### config.mk
export PLATFORM = sky130hd
export DESIGN_NAME = klotski_board_renderer
export DESIGN_NICKNAME = d
export VERILOG_FILES = /design/src/rtl/klotski_pkg.sv /design/src/rtl/klotski_board_regs.sv /design/src/rtl/klotski_board_renderer.sv
export SDC_FILE = /design/constraint.sdc
export NUM_CORES = 1
export LEC_CHECK = 0
export ABC_AREA = 1
export ABC_CLOCK_PERIOD_IN_PS = 4300
export CORE_ASPECT_RATIO = 1.4
export CORE_MARGIN = 2
export CORE_UTILIZATION = 30
export DETAILED_ROUTE_END_ITERATION = 10
export PLACE_DENSITY_LB_ADDON = 0.1
export SLEW_MARGIN = 20
export SYNTH_ARGS = -nofsm -noshare
export SYNTH_HDL_FRONTEND = slang
export SYNTH_SLANG_ARGS = --single-unit
### constraint.sdc
create_clock -name i_clk -period 4.3 [get_ports i_clk]
set_input_delay 1.075 -clock i_clk [delete_from_list [all_inputs] [get_ports i_clk]]
set_output_delay 1.075 -clock i_clk [all_outputs]
set_load 0.02 [all_outputs]
### src/rtl/klotski_pkg.sv
// Shared board geometry, colour type and piece palette for the Klotski renderer.
package klotski_pkg;

   localparam int COLS   = 4;
   localparam int ROWS   = 5;
   localparam int NCELLS = 20;
   localparam int ID_W   = 4;

   typedef logic [23:0]     rgb_t;
   typedef logic [ID_W-1:0] cell_id_t;

   localparam rgb_t RGB_BLACK = 24'h000000;
   localparam rgb_t RGB_WHITE = 24'hFFFFFF;
   localparam rgb_t RGB_EMPTY = 24'h202020;

   // Ids 11..15 are never issued by game logic, so they show as magenta.
   function automatic rgb_t id_to_rgb(input cell_id_t id);
      rgb_t c;
      case (id)
         4'd1:    c = 24'hCC2020;
         4'd2:    c = 24'h2060CC;
         4'd3:    c = 24'h20A040;
         4'd4:    c = 24'hD0A020;
         4'd5:    c = 24'h8040C0;
         4'd6:    c = 24'h20B0B0;
         4'd7:    c = 24'hC06020;
         4'd8:    c = 24'h6080A0;
         4'd9:    c = 24'hA0A0A0;
         4'd10:   c = 24'h40C080;
         default: c = 24'hFF00FF;
      endcase
      return c;
   endfunction

endpackage

### src/rtl/klotski_board_regs.sv
// Shadow/active board storage with frame-synchronous commit and cursor blink timer.
module klotski_board_regs
   import klotski_pkg::*;
#(
   parameter int BLINK_FRAMES = 30
) (
   input  logic       i_clk,
   input  logic       i_rst_n,
   input  logic       i_frame_start,
   input  logic       i_cell_valid,
   input  logic [4:0] i_cell_idx,
   input  cell_id_t   i_cell_id,
   output logic       o_cell_ready,
   input  logic       i_commit,
   output cell_id_t   o_active [NCELLS],
   output logic       o_blink
);

   localparam int CNT_W = (BLINK_FRAMES > 1) ? $clog2(BLINK_FRAMES) : 1;

   cell_id_t           shadow [NCELLS];
   logic               commit_pending;
   logic [CNT_W-1:0]   blink_cnt;

   assign o_cell_ready = !commit_pending;

   // Writes are refused while a commit waits, so the committed snapshot stays frozen.
   always_ff @(posedge i_clk or negedge i_rst_n) begin
      if (!i_rst_n) begin
         for (int i = 0; i < NCELLS; i++) shadow[i] <= '0;
      end else if (i_cell_valid && o_cell_ready && (i_cell_idx < 5'(NCELLS))) begin
         shadow[i_cell_idx] <= i_cell_id;
      end
   end

   always_ff @(posedge i_clk or negedge i_rst_n) begin
      if (!i_rst_n) begin
         for (int i = 0; i < NCELLS; i++) o_active[i] <= '0;
         commit_pending <= 1'b0;
      end else if (i_frame_start && commit_pending) begin
         o_active       <= shadow;
         commit_pending <= 1'b0;
      end else if (i_commit) begin
         commit_pending <= 1'b1;
      end
   end

   always_ff @(posedge i_clk or negedge i_rst_n) begin
      if (!i_rst_n) begin
         blink_cnt <= '0;
         o_blink   <= 1'b0;
      end else if (i_frame_start) begin
         if (blink_cnt == CNT_W'(BLINK_FRAMES - 1)) begin
            blink_cnt <= '0;
            o_blink   <= ~o_blink;
         end else begin
            blink_cnt <= blink_cnt + 1'b1;
         end
      end
   end

endmodule

### src/rtl/klotski_board_renderer.sv
// Two-stage pixel colour pipeline drawing the Klotski board ahead of the VGA output stage.
module klotski_board_renderer
   import klotski_pkg::*;
#(
   parameter int X0           = 160,
   parameter int Y0           = 40,
   parameter int CELL         = 80,
   parameter int BORDER       = 3,
   parameter int BLINK_FRAMES = 30
) (
   input  logic       i_clk,
   input  logic       i_rst_n,
   input  logic [9:0] i_x,
   input  logic [8:0] i_y,
   input  logic       i_de,
   input  logic       i_frame_start,
   input  logic       i_cell_valid,
   input  logic [4:0] i_cell_idx,
   input  logic [3:0] i_cell_id,
   output logic       o_cell_ready,
   input  logic       i_commit,
   input  logic       i_sel_en,
   input  logic [4:0] i_sel_idx,
   output logic       o_de,
   output logic [7:0] o_r,
   output logic [7:0] o_g,
   output logic [7:0] o_b
);

   cell_id_t active [NCELLS];
   logic     blink;

   klotski_board_regs #(.BLINK_FRAMES(BLINK_FRAMES)) u_board_regs (
      .i_clk         (i_clk),
      .i_rst_n       (i_rst_n),
      .i_frame_start (i_frame_start),
      .i_cell_valid  (i_cell_valid),
      .i_cell_idx    (i_cell_idx),
      .i_cell_id     (i_cell_id),
      .o_cell_ready  (o_cell_ready),
      .i_commit      (i_commit),
      .o_active      (active),
      .o_blink       (blink)
   );

   logic [9:0] dx;
   logic [8:0] dy;
   logic [9:0] x_base;
   logic [8:0] y_base;
   logic [1:0] col;
   logic [2:0] row;
   logic       in_board;

   assign dx = i_x - 10'(X0);
   assign dy = i_y - 9'(Y0);
   assign in_board = (i_x >= 10'(X0)) && (i_x < 10'(X0 + COLS * CELL)) &&
                     (i_y >= 9'(Y0))  && (i_y < 9'(Y0 + ROWS * CELL));

   // Compare chains stand in for a divide by CELL; row/col stay in range even off-board.
   always_comb begin
      col    = 2'd0;
      x_base = '0;
      if      (dx >= 10'(3 * CELL)) begin col = 2'd3; x_base = 10'(3 * CELL); end
      else if (dx >= 10'(2 * CELL)) begin col = 2'd2; x_base = 10'(2 * CELL); end
      else if (dx >= 10'(CELL))     begin col = 2'd1; x_base = 10'(CELL);     end
      row    = 3'd0;
      y_base = '0;
      if      (dy >= 9'(4 * CELL)) begin row = 3'd4; y_base = 9'(4 * CELL); end
      else if (dy >= 9'(3 * CELL)) begin row = 3'd3; y_base = 9'(3 * CELL); end
      else if (dy >= 9'(2 * CELL)) begin row = 3'd2; y_base = 9'(2 * CELL); end
      else if (dy >= 9'(CELL))     begin row = 3'd1; y_base = 9'(CELL);     end
   end

   logic       s1_de, s1_in_board, s1_sel_en;
   logic [1:0] s1_col;
   logic [2:0] s1_row;
   logic [6:0] s1_xo, s1_yo;
   logic [4:0] s1_sel_idx;

   always_ff @(posedge i_clk or negedge i_rst_n) begin
      if (!i_rst_n) begin
         s1_de       <= 1'b0;
         s1_in_board <= 1'b0;
         s1_col      <= '0;
         s1_row      <= '0;
         s1_xo       <= '0;
         s1_yo       <= '0;
         s1_sel_en   <= 1'b0;
         s1_sel_idx  <= '0;
      end else begin
         s1_de       <= i_de;
         s1_in_board <= in_board;
         s1_col      <= col;
         s1_row      <= row;
         s1_xo       <= 7'(dx - x_base);
         s1_yo       <= 7'(dy - y_base);
         s1_sel_en   <= i_sel_en;
         s1_sel_idx  <= i_sel_idx;
      end
   end

   logic [4:0] cell_idx;
   cell_id_t   id;
   logic       left_diff, right_diff, up_diff, down_diff, outline, cursor;
   rgb_t       base_rgb, pix_rgb;

   // With COLS=4 the row-major index is simply {row, col}.
   assign cell_idx = {s1_row, s1_col};
   assign id       = active[cell_idx];

   always_comb begin
      left_diff  = (s1_col == 2'd0) || (active[cell_idx - 5'd1] != id);
      right_diff = (s1_col == 2'd3) || (active[cell_idx + 5'd1] != id);
      up_diff    = (s1_row == 3'd0) || (active[cell_idx - 5'd4] != id);
      down_diff  = (s1_row == 3'd4) || (active[cell_idx + 5'd4] != id);
      outline    = ((s1_xo < 7'(BORDER))        && left_diff)  ||
                   ((s1_xo >= 7'(CELL - BORDER)) && right_diff) ||
                   ((s1_yo < 7'(BORDER))        && up_diff)    ||
                   ((s1_yo >= 7'(CELL - BORDER)) && down_diff);
      cursor     = s1_sel_en && blink && s1_in_board && (cell_idx == s1_sel_idx);

      if      (!s1_in_board) base_rgb = RGB_BLACK;
      else if (outline)      base_rgb = RGB_WHITE;
      else if (id == '0)     base_rgb = RGB_EMPTY;
      else                   base_rgb = id_to_rgb(id);

      pix_rgb = cursor ? ~base_rgb : base_rgb;
      if (!s1_de) pix_rgb = RGB_BLACK;
   end

   always_ff @(posedge i_clk or negedge i_rst_n) begin
      if (!i_rst_n) begin
         o_de <= 1'b0;
         o_r  <= '0;
         o_g  <= '0;
         o_b  <= '0;
      end else begin
         o_de <= s1_de;
         o_r  <= pix_rgb[23:16];
         o_g  <= pix_rgb[15:8];
         o_b  <= pix_rgb[7:0];
      end
   end

endmodule

==> results of run 1 <==
worst max-delay path by stage:
stage	to	startpoint
3_5_place_dp	s1_yo[6]	i_y[3]
5_1_grt	o_b[4]	s1_col[0]
3_3_place_gp	s1_yo[6]	i_y[3]
4_1_cts	o_b[4]	s1_col[0]
6_report	s1_yo[6]	i_y[3]
2_1_floorplan	s1_yo[6]	i_y[3]
kinds of logic (layout without fill, tap and decap cells):
kind of cell | after synthesis | in the layout | share of synthesized area
AO/OA/AOI/OAI | 154 | 154 | 0.0709
adder cells (fa/ha/maj) | 21 | 21 | 0.0236
XOR/XNOR | 18 | 18 | 0.0156
multiplexers | 1 | 1 | 0.000849
flip-flops | 211 | 211 | 0.448
AND/OR/NAND/NOR | 1049 | 1049 | 0.372
buffers and inverters | 172 | 226 | 0.0694
layout by cell type (no fill, tap or decap), types with 3 or more instances in the layout:
master / count
clkdlybuf4s50_1: 64
clkbuf_1: 5
nand2_1: 724
clkbuf_16: 25
inv_1: 79
inv_2: 10
o21ai_0: 105
o22ai_1: 3
nand2_2: 6
a31oi_1: 6
ha_1: 19
nor3_2: 4
nor2_2: 12
clkinv_2: 6
nand4_1: 5
xor2_1: 11
o21ai_1: 7
nor4_1: 5
nand2_4: 4
nor3_1: 8
buf_12: 4
nand3_1: 209
inv_4: 3
a21oi_1: 19
xnor2_1: 5
buf_4: 19
clkbuf_8: 6
dfrtp_1: 210
nand3_2: 3
nor2_1: 63
o211ai_1: 6
clkinv_1: 3
registers in the layout, indices dropped and copies added (netlist names):
register and cells:
o_de 1, o_b 6, s1_col 2, o_g 5, u_board_regs.blink_cnt 5, s1_row 3
u_board_regs.commit_pending 1, u_board_regs.o_blink 1, o_r 5, s1_de 1, u_board_regs.o_active 80, s1_yo 7
u_board_regs.shadow 80, s1_xo 7, s1_in_board 1, s1_sel_en 1, s1_sel_idx 5
area by class of cell:
| cell class | count | area [um^2] | area share |
|---|---|---|---|
| Inverter | 95 | 364 | 0.0266 |
| Tap cell | 522 | 653 | 0.0477 |
| Clock inverter | 8 | 90.1 | 0.00658 |
| Multi-Input combinational cell | 1243 | 5710 | 0.417 |
| Timing Repair Buffer | 88 | 877 | 0.0641 |
| Sequential cell | 211 | 5280 | 0.386 |
| Clock buffer | 35 | 713 | 0.0521 |
power by group through the flow:
stage | Sequential [mW] | Clock, mW | Combinational, mW
after floorplan | 2.46 | 0 | 1.36
after global placement | 2.52 | 0 | 1.90
after detailed placement | 2.52 | 0 | 1.91
after CTS | 2.49 | 2.16 | 1.92
after global routing | 2.52 | 2.24 | 2.16
final | 2.48 | 2.09 | 1.90
metal layers:
| layer | vias up | track usage |
|---|---|---|
| met5 | - | 0 |
| met4 | 0 | 0.0434 |
| met3 | 40 | 0.0209 |
| met2 | 220 | 0.306 |
| met1 | 4903 | 0.228 |
| li1 | 5271 | - |
critical path: stages:
cell and delay [ns]:
clkdlybuf4s50_1 0.51, inv_1 0.09, ha_1 0.22, or2_2 0.31
nand2_1 0.08, xor2_1 0.24, inv_1 0.10, nor2_1 0.10
nor2_1 0.07, nor2_1 0.18, ha_1 0.17, inv_1 0.05
fa_1 0.40, xnor2_1 0.21, xor2_1 0.16, inv_1 0.05
stage by stage:
stage               utilization  setup WS (ns)
CTS                       0.355          0.730
global route              0.355          0.426
detailed placement        0.334          0.246
global placement          0.334          0.265
finish                    0.355          0.723
floorplan                     -           1.00
cells in the mapped netlist, drive strengths merged (6+ instances only):
| library cell | instances | area, um^2 |
|---|---|---|
| inv | 92 | 353 |
| o211ai | 6 | 45.0 |
| buf | 49 | 349 |
| o21ai | 113 | 577 |
| dfrtp | 211 | 5280 |
| clkbuf | 28 | 105 |
| nand3 | 212 | 1080 |
| xor2 | 13 | 140 |
| nand2 | 735 | 2820 |
| ha | 19 | 238 |
| nor2 | 75 | 312 |
| a31oi | 6 | 37.5 |
| nor3 | 14 | 97.6 |
| a21oi | 19 | 95.1 |
==> flow_metrics.tcl, run 1 <==
set metrics [dict create \
    status "finished clean" \
    syn_inst 1626 \
    met2_length_um 17300 \
    crit_type "input pin to flop" \
    drcViolationCount 0 \
    min_path_cells 2 \
    rrSetupSlack_ns 0.79 \
    ant_nets 0 \
    clkPwrFrac 0.323 \
    dr.pass1.iters 7 \
    final_cell_area_mm2 0.0137 \
    wl_per_cell_um 15.9 \
    core_region_area_mm2 0.0386 \
    yosysWarnings 0 \
    ys_seq_area_frac 0.448 \
    antenna_found_initial 0 \
    arrival_ns 4.00 \
    p_sw_mw 2.30 \
    fill_cells 4181 \
    syn_avg_cell_area_um2 7.25 \
    cts_sinks 211 \
    period_share 0.832 \
    portBuffers 65 \
    grt_pass1_vias 10128 \
    hold_viol 0 \
    via_per_inst 4.74 \
    diodes 0 \
    dieArea_mm2 0.0409 \
    setup_tns_ns 0 \
    tightest_slew_ns 0.933 \
    die_h_um 239 \
    dp_hpwl_um 24900 \
    static-leakage-power_nw 6.70 \
    ys.flop_type "dfrtp_1" \
    worstPathRequired_ns 4.72 \
    hold_buffers 0 \
    cts_setup_buffers 0 \
    r2r_cells 17 \
    fmax_mhz 280 \
    dr_wl_met3_um 1420 \
    critPathLaunchType "input pin" \
    p_total_mw 6.47 \
    grt_max_degree 91 \
    hold_slack_ns 0.463 \
    rows 85 \
    hold_start "u_board_regs.shadow[78]" \
    cts_max_level 1 \
    routed_wl_um 35100 \
    relSlewSlack 0.377 \
    power_density_mw_per_mm2 472 \
    grt_pass1_wl_um 56300 \
    post_cts_resized 0 \
    reg2reg_from "s1_col[0]" \
    cts_root_buf "clkbuf_16" \
    clockBufferDepth 3 \
    cts_buffers 24 \
    rsz0062_at_grt "false" \
    clk-insertion-delay-late_ns 0.53 \
    max_cap_violations 0 \
    setup_viol 0 \
    place_area_mm2 0.0129 \
    timing.final.max_slew_violations 0 \
    combPwrFrac 0.294 \
    syn-cell-area_mm2 0.0118 \
    area_growth_pct 16.1 \
    fin_cells 2202 \
    critPathMaxFanout 3 \
    ys_ff_latch 211 \
    globalRouteTotalUtil 0.175 \
    top_layer_used "met4" \
    holdPathEnd "u_board_regs.o_active[78]" \
    vdd_drop_max_v 0.000218 \
    cts_tree "yes" \
    start_util 0.305 \
    met1Wirelength_um 15700 \
    synth_cell_type_count 44 \
    drtIter0Drc 706 \
    synth_edf_count 0 \
    holdCritPathClass "flop to flop" \
    drive_gt1_frac 0.0673 \
    r2r_end "o_g[7]" \
    place_congestion 0.837 \
    dp_cells 2159 \
    die_w_um 172 \
    sw_frac_of_total 0.355 \
    crit_path_end_kind "flop" \
    num_vias 10434 \
    async_flop_share 1.00 \
    fin_skew_ns 0.0135 \
    synth_nets 1687 \
    p_int_mw 4.17 \
    period_needed_ns 3.58 \
    clk_pin_slew_worst_paths_ns 0.06 \
    seqPwrFrac 0.384 \
    ios 66 \
    nNetsFinal 1724 \
    gr-total-overflow 0 \
]
(Power assumes the default switching activity.)
==> run 2: changes to the inputs <==
--- a/config.mk
+++ b/config.mk
@@ -6,7 +6,7 @@
 export NUM_CORES = 1
 export LEC_CHECK = 0
 export ABC_AREA = 1
-export ABC_CLOCK_PERIOD_IN_PS = 4300
+export ABC_CLOCK_PERIOD_IN_PS = 3420
 export CORE_ASPECT_RATIO = 1.4
 export CORE_MARGIN = 2
 export CORE_UTILIZATION = 30
==> constraint.sdc (replaced) <==
create_clock -name i_clk -period 3.42 [get_ports i_clk]
set_input_delay 0.855 -clock i_clk [delete_from_list [all_inputs] [get_ports i_clk]]
set_output_delay 0.855 -clock i_clk [all_outputs]
set_load 0.02 [all_outputs]
==> flow_metrics.tcl, run 2 (same netlist as run 1, synthesis figures left out) <==
set metrics [dict create \
    place_area_mm2 0.0132 \
    fill_cells 4156 \
    rows 85 \
    period_needed_ns 3.14 \
    num_vias 10553 \
    antenna_found_initial 0 \
    crit_type "input pin to flop" \
    wl_per_cell_um 16.0 \
    grt_pass1_vias 10056 \
    start_util 0.305 \
    cts_root_buf "clkbuf_16" \
    cts_max_level 1 \
    diodes 0 \
    ant_nets 0 \
    status "finished clean" \
    holdCritPathClass "input pin to asynchronous set/reset pin" \
    static-leakage-power_nw 6.84 \
    grt_max_degree 85 \
    vdd_drop_max_v 0.000265 \
    arrival_ns 3.56 \
    die_h_um 239 \
    final_cell_area_mm2 0.0139 \
    reg2reg_from "s1_col[1]" \
    setup_viol 0 \
    final_cell_mix "724 x nand2_1, 210 x dfrtp_1, 209 x nand3_1" \
    period_share 0.919 \
    tightest_slew_ns 0.990 \
    die_w_um 172 \
    ios 66 \
    dieArea_mm2 0.0409 \
    crit_path_end_kind "flop" \
    fin_skew_ns 0.0128 \
    fmax_mhz 318 \
    max_cap_violations 0 \
    cts_buffers 23 \
    portBuffers 65 \
    drtIter0Drc 734 \
    power_density_mw_per_mm2 581 \
    p_total_mw 8.09 \
    critPathLaunchType "input pin" \
    clk-insertion-delay-late_ns 0.54 \
    via_per_inst 4.73 \
    drive_gt1_frac 0.0848 \
    routed_wl_um 35700 \
    relSlewSlack 0.339 \
    gr-total-overflow 0 \
    hold_buffers 0 \
    crit_start "i_y[3]" \
    hold_viol 0 \
    grt_pass1_wl_um 56500 \
    nNetsFinal 1759 \
    drcViolationCount 0 \
    cts_sinks 211 \
    globalRouteTotalUtil 0.177 \
    area_growth_pct 18.1 \
    core_region_area_mm2 0.0386 \
    final_common_cell "nand2_1" \
    rsz0062_at_grt "false" \
    timing.final.max_slew_violations 0 \
    place_congestion 0.897 \
    dp_hpwl_um 25300 \
    clk_pin_slew_worst_paths_ns 0.06 \
    worstPathRequired_ns 3.84 \
    critPathMaxFanout 2 \
    cts_tree "yes" \
    clockBufferDepth 3 \
    biggestRegsByFlops "u_board_regs.o_active x80, u_board_regs.shadow x80" \
    dr.pass1.iters 5 \
]
-- run 2: area by class of cell --
| class | count | area [um^2] | share of cell area |
|---|---|---|---|
| tap | 522 | 653 | 0.0469 |
| clock inverter | 6 | 87.6 | 0.00629 |
| clock buffer | 30 | 632 | 0.0454 |
| sequential | 211 | 5280 | 0.379 |
| multi-input combinational | 1243 | 5730 | 0.411 |
| inverter | 95 | 364 | 0.0261 |
| timing repair buffer | 124 | 1180 | 0.0847 |
-- run 2: critical path, stage by stage --
cell,delay (ns)
clkdlybuf4s50_1,0.48
inv_1,0.06
ha_1,0.20
or2_2,0.31
nand2_1,0.08
xor2_1,0.21
inv_1,0.08
nor2_1,0.09
nor2_1,0.07
nor2_2,0.15
ha_1,0.15
inv_1,0.05
fa_1,0.40
xnor2_1,0.17
xor2_1,0.15
inv_1,0.05
-- run 2: path summary, 6_finish.rpt --
kind                                                  to  slack [ns]  depth (start not counted)
worst max-delay path                            s1_yo[6]        0.28                         16
worst min-delay path                              o_r[4]        0.32                          1
worst max register to register                    o_g[3]        0.30                         21
worst min register to register  u_board_regs.o_active[2]        0.46                          2
max in group asynchronous        u_board_regs.shadow[73]        2.27                          2
min in group i_clk              u_board_regs.o_active[2]        0.46                          2
-- run 2: routing by layer --
metal	track usage	wire [um]	part of all wire
met2	0.313	18000	0.50
met1	0.225	15500	0.43
met4	0.0503	881	0.025
met5	0	0	0
met3	0.0194	1300	0.036
-- run 2: per-stage QoR --
step                      hold WS [ns]  utilization  TNS [ns]  setup slack (ns)  cells
after global routing             0.348        0.361         0           0.00312   2231
after global placement           0.450        0.341    -0.340            -0.301   2193
after floorplan                  0.412            -         0             0.345   1626
final                            0.324        0.361         0             0.278   2231
after detailed placement         0.454        0.341    -0.413            -0.320   2193
after CTS                        0.327        0.360         0            0.0942   2229
-- run 2: repair_timing --
| action | CTS | global route |
|---|---|---|
| setup buffers | 0 | 2 |
| resized for setup | 0 | 8 |
| setup endpoints to repair | 0 | 17 |
-- run 2: power breakdown --
group          switching (mW)  internal [mW]  leakage, nW  total [mW]
Combinational            1.61          0.900         3.68        2.51
Sequential              0.274           2.84         2.80        3.11
Clock                    1.02           1.44        0.354        2.46
Total                    2.91           5.18         6.84        8.09
==> run 3: changes to the inputs <==
--- a/config.mk
+++ b/config.mk
@@ -9,7 +9,7 @@
 export ABC_CLOCK_PERIOD_IN_PS = 3420
 export CORE_ASPECT_RATIO = 1.4
 export CORE_MARGIN = 2
-export CORE_UTILIZATION = 30
+export CORE_UTILIZATION = 50
 export DETAILED_ROUTE_END_ITERATION = 10
 export PLACE_DENSITY_LB_ADDON = 0.1
 export SLEW_MARGIN = 20
==> flow_metrics.tcl, run 3 (same netlist as run 1, synthesis figures left out) <==
set metrics [dict create \
    drtIter0Drc 731 \
    fmax_mhz 313 \
    post-place-ws_ns -0.351 \
    cts_tree "yes" \
    cts_root_buf "clkbuf_16" \
    power_density_mw_per_mm2 581 \
    relSlewSlack 0.414 \
    crit_type "input pin to flop" \
    timing.final.max_slew_violations 0 \
    grt_pass1_vias 10154 \
    p_total_mw 7.97 \
    clk_pin_slew_worst_paths_ns 0.07 \
    fin_cells 2024 \
    final_cell_area_mm2 0.0137 \
    portBuffers 65 \
    diodes 0 \
    rows 66 \
    post_cts_resized 0 \
    biggestRegsByFlops "u_board_regs.o_active x80, u_board_regs.shadow x80" \
    antenna_found_initial 0 \
    hold_slack_ns 0.323 \
    arrival_ns 3.61 \
    critPathMaxFanout 3 \
    static-leakage-power_nw 6.87 \
    area_growth_pct 16.3 \
    path_cells "clkdlybuf4s50_1, inv_1, ha_1, or2_2, nand2_1, xor2_2, inv_1, nor2_1, nor2_1, nor2_2, ha_1, inv_1, fa_1, xnor2_1, xor2_1, inv_1" \
    crit_buf_inv 5 \
    fin_skew_ns 0.0245 \
    core_region_area_mm2 0.0232 \
    path_common_cell "inv_1" \
    setup_ws_ns 0.222 \
    globalRouteTotalUtil 0.257 \
    final_core_util 0.591 \
    hold_buffers 0 \
    max_cap_violations 0 \
    status "finished clean" \
    vdd_drop_max_v 0.000437 \
    setup_viol 0 \
    period_needed_ns 3.20 \
    hold_viol 0 \
    dp_cells 1988 \
    rsz0062_at_grt "false" \
    dp_hpwl_um 22000 \
    critPathMaxStageDelay_ns 0.48 \
    clockBufferDepth 3 \
    drive_gt1_frac 0.0891 \
    nNetsFinal 1766 \
    worstPathRequired_ns 3.84 \
    gr-total-overflow 0 \
    dr.pass1.iters 5 \
    crit_path_end_kind "flop" \
    cts_setup_buffers 0 \
    clk-insertion-delay-late_ns 0.52 \
    die_h_um 186 \
    slowest_stage "clkdlybuf4s50_1" \
    die_w_um 134 \
    multi_input_comb_area_mm2 0.00571 \
    period_share 0.935 \
    setup_tns_ns 0 \
    tightest_slew_ns 0.878 \
    num_vias 10659 \
    ios 66 \
    via_per_inst 5.27 \
    critPathLaunchType "input pin" \
    cts_max_level 1 \
    drcViolationCount 0 \
    wl_per_cell_um 15.3 \
    routed_wl_um 31000 \
    start_util 0.508 \
    cts_sinks 211 \
    place_area_mm2 0.0130 \
    holdCritPathClass "input pin to asynchronous set/reset pin" \
    final_common_cell "nand2_1" \
    cts_buffers 21 \
    dieArea_mm2 0.0248 \
    ant_nets 0 \
    grt_max_degree 82 \
    regArea_mm2 0.00528 \
    final_cell_mix "724 x nand2_1, 210 x dfrtp_1, 209 x nand3_1" \
    place_congestion 0.939 \
    fill_cells 2196 \
    path_delay_family "adder cells" \
    grt_pass1_wl_um 51000 \
]
run 3: cell types whose count changed in the layout (fill, tap and decap cells not counted), moves of 2 or more:
| cell | change |
|---|---|
| clkbuf_8 | +3 |
| nor3_2 | -2 |
| clkbuf_16 | -2 |
| nor3_1 | +2 |
| buf_4 | +9 |
run 3: layer usage:
metal | routed length (um) | track usage | vias up
li1 | - | - | 5355
met1 | 13200 | 0.321 | 5020
met2 | 15900 | 0.468 | 228
met3 | 1120 | 0.0267 | 56
met4 | 810 | 0.0774 | 0
met5 | 0 | 0 | -
run 3: where the power goes:
part           switching [mW]  internal (mW)  total (mW)
Clock                   0.951           1.48        2.43
Sequential              0.259           2.84        3.10
Combinational            1.55          0.887        2.44
Total                    2.76           5.21        7.97
run 3: final timing paths:
kind / slack, ns / end / start / cells after the start
max reg2reg: 0.30 / o_r[7] / s1_col[1] / 16
min in group i_clk: 0.45 / u_board_regs.o_active[19] / u_board_regs.shadow[19] / 2
max: 0.22 / s1_yo[6] / i_y[3] / 16
min: 0.32 / s1_yo[1] / i_rst_n / 1
min reg2reg: 0.45 / u_board_regs.o_active[19] / u_board_regs.shadow[19] / 2
max in group asynchronous: 2.35 / u_board_regs.shadow[4] / i_rst_n / 2
run 3: cell type report:
cell class / count / area share
clock buffers: 30 / 0.0452
inverters: 95 / 0.0266
flip-flops and latches: 211 / 0.385
repair buffers: 133 / 0.0907
multi-input cells: 1243 / 0.417
well taps: 306 / 0.0279
clock inverters: 6 / 0.00794
run 3: worst reg2reg max path, cell delays in order, from the launching register on:
cell     delay (ns)
dfrtp_1        0.54
buf_4          0.37
nand3_2        0.17
xor2_2         0.40
nand3_1        0.17
nand3_1        0.14
nand2_1        0.10
nand2_1        0.08
nand2_1        0.04
nor2_1         0.08
nand3_1        0.09
nand2_1        0.08
nand2_2        0.08
o21ai_4        0.21
nand2_2        0.23
nor2_1         0.15
nor2_1         0.06
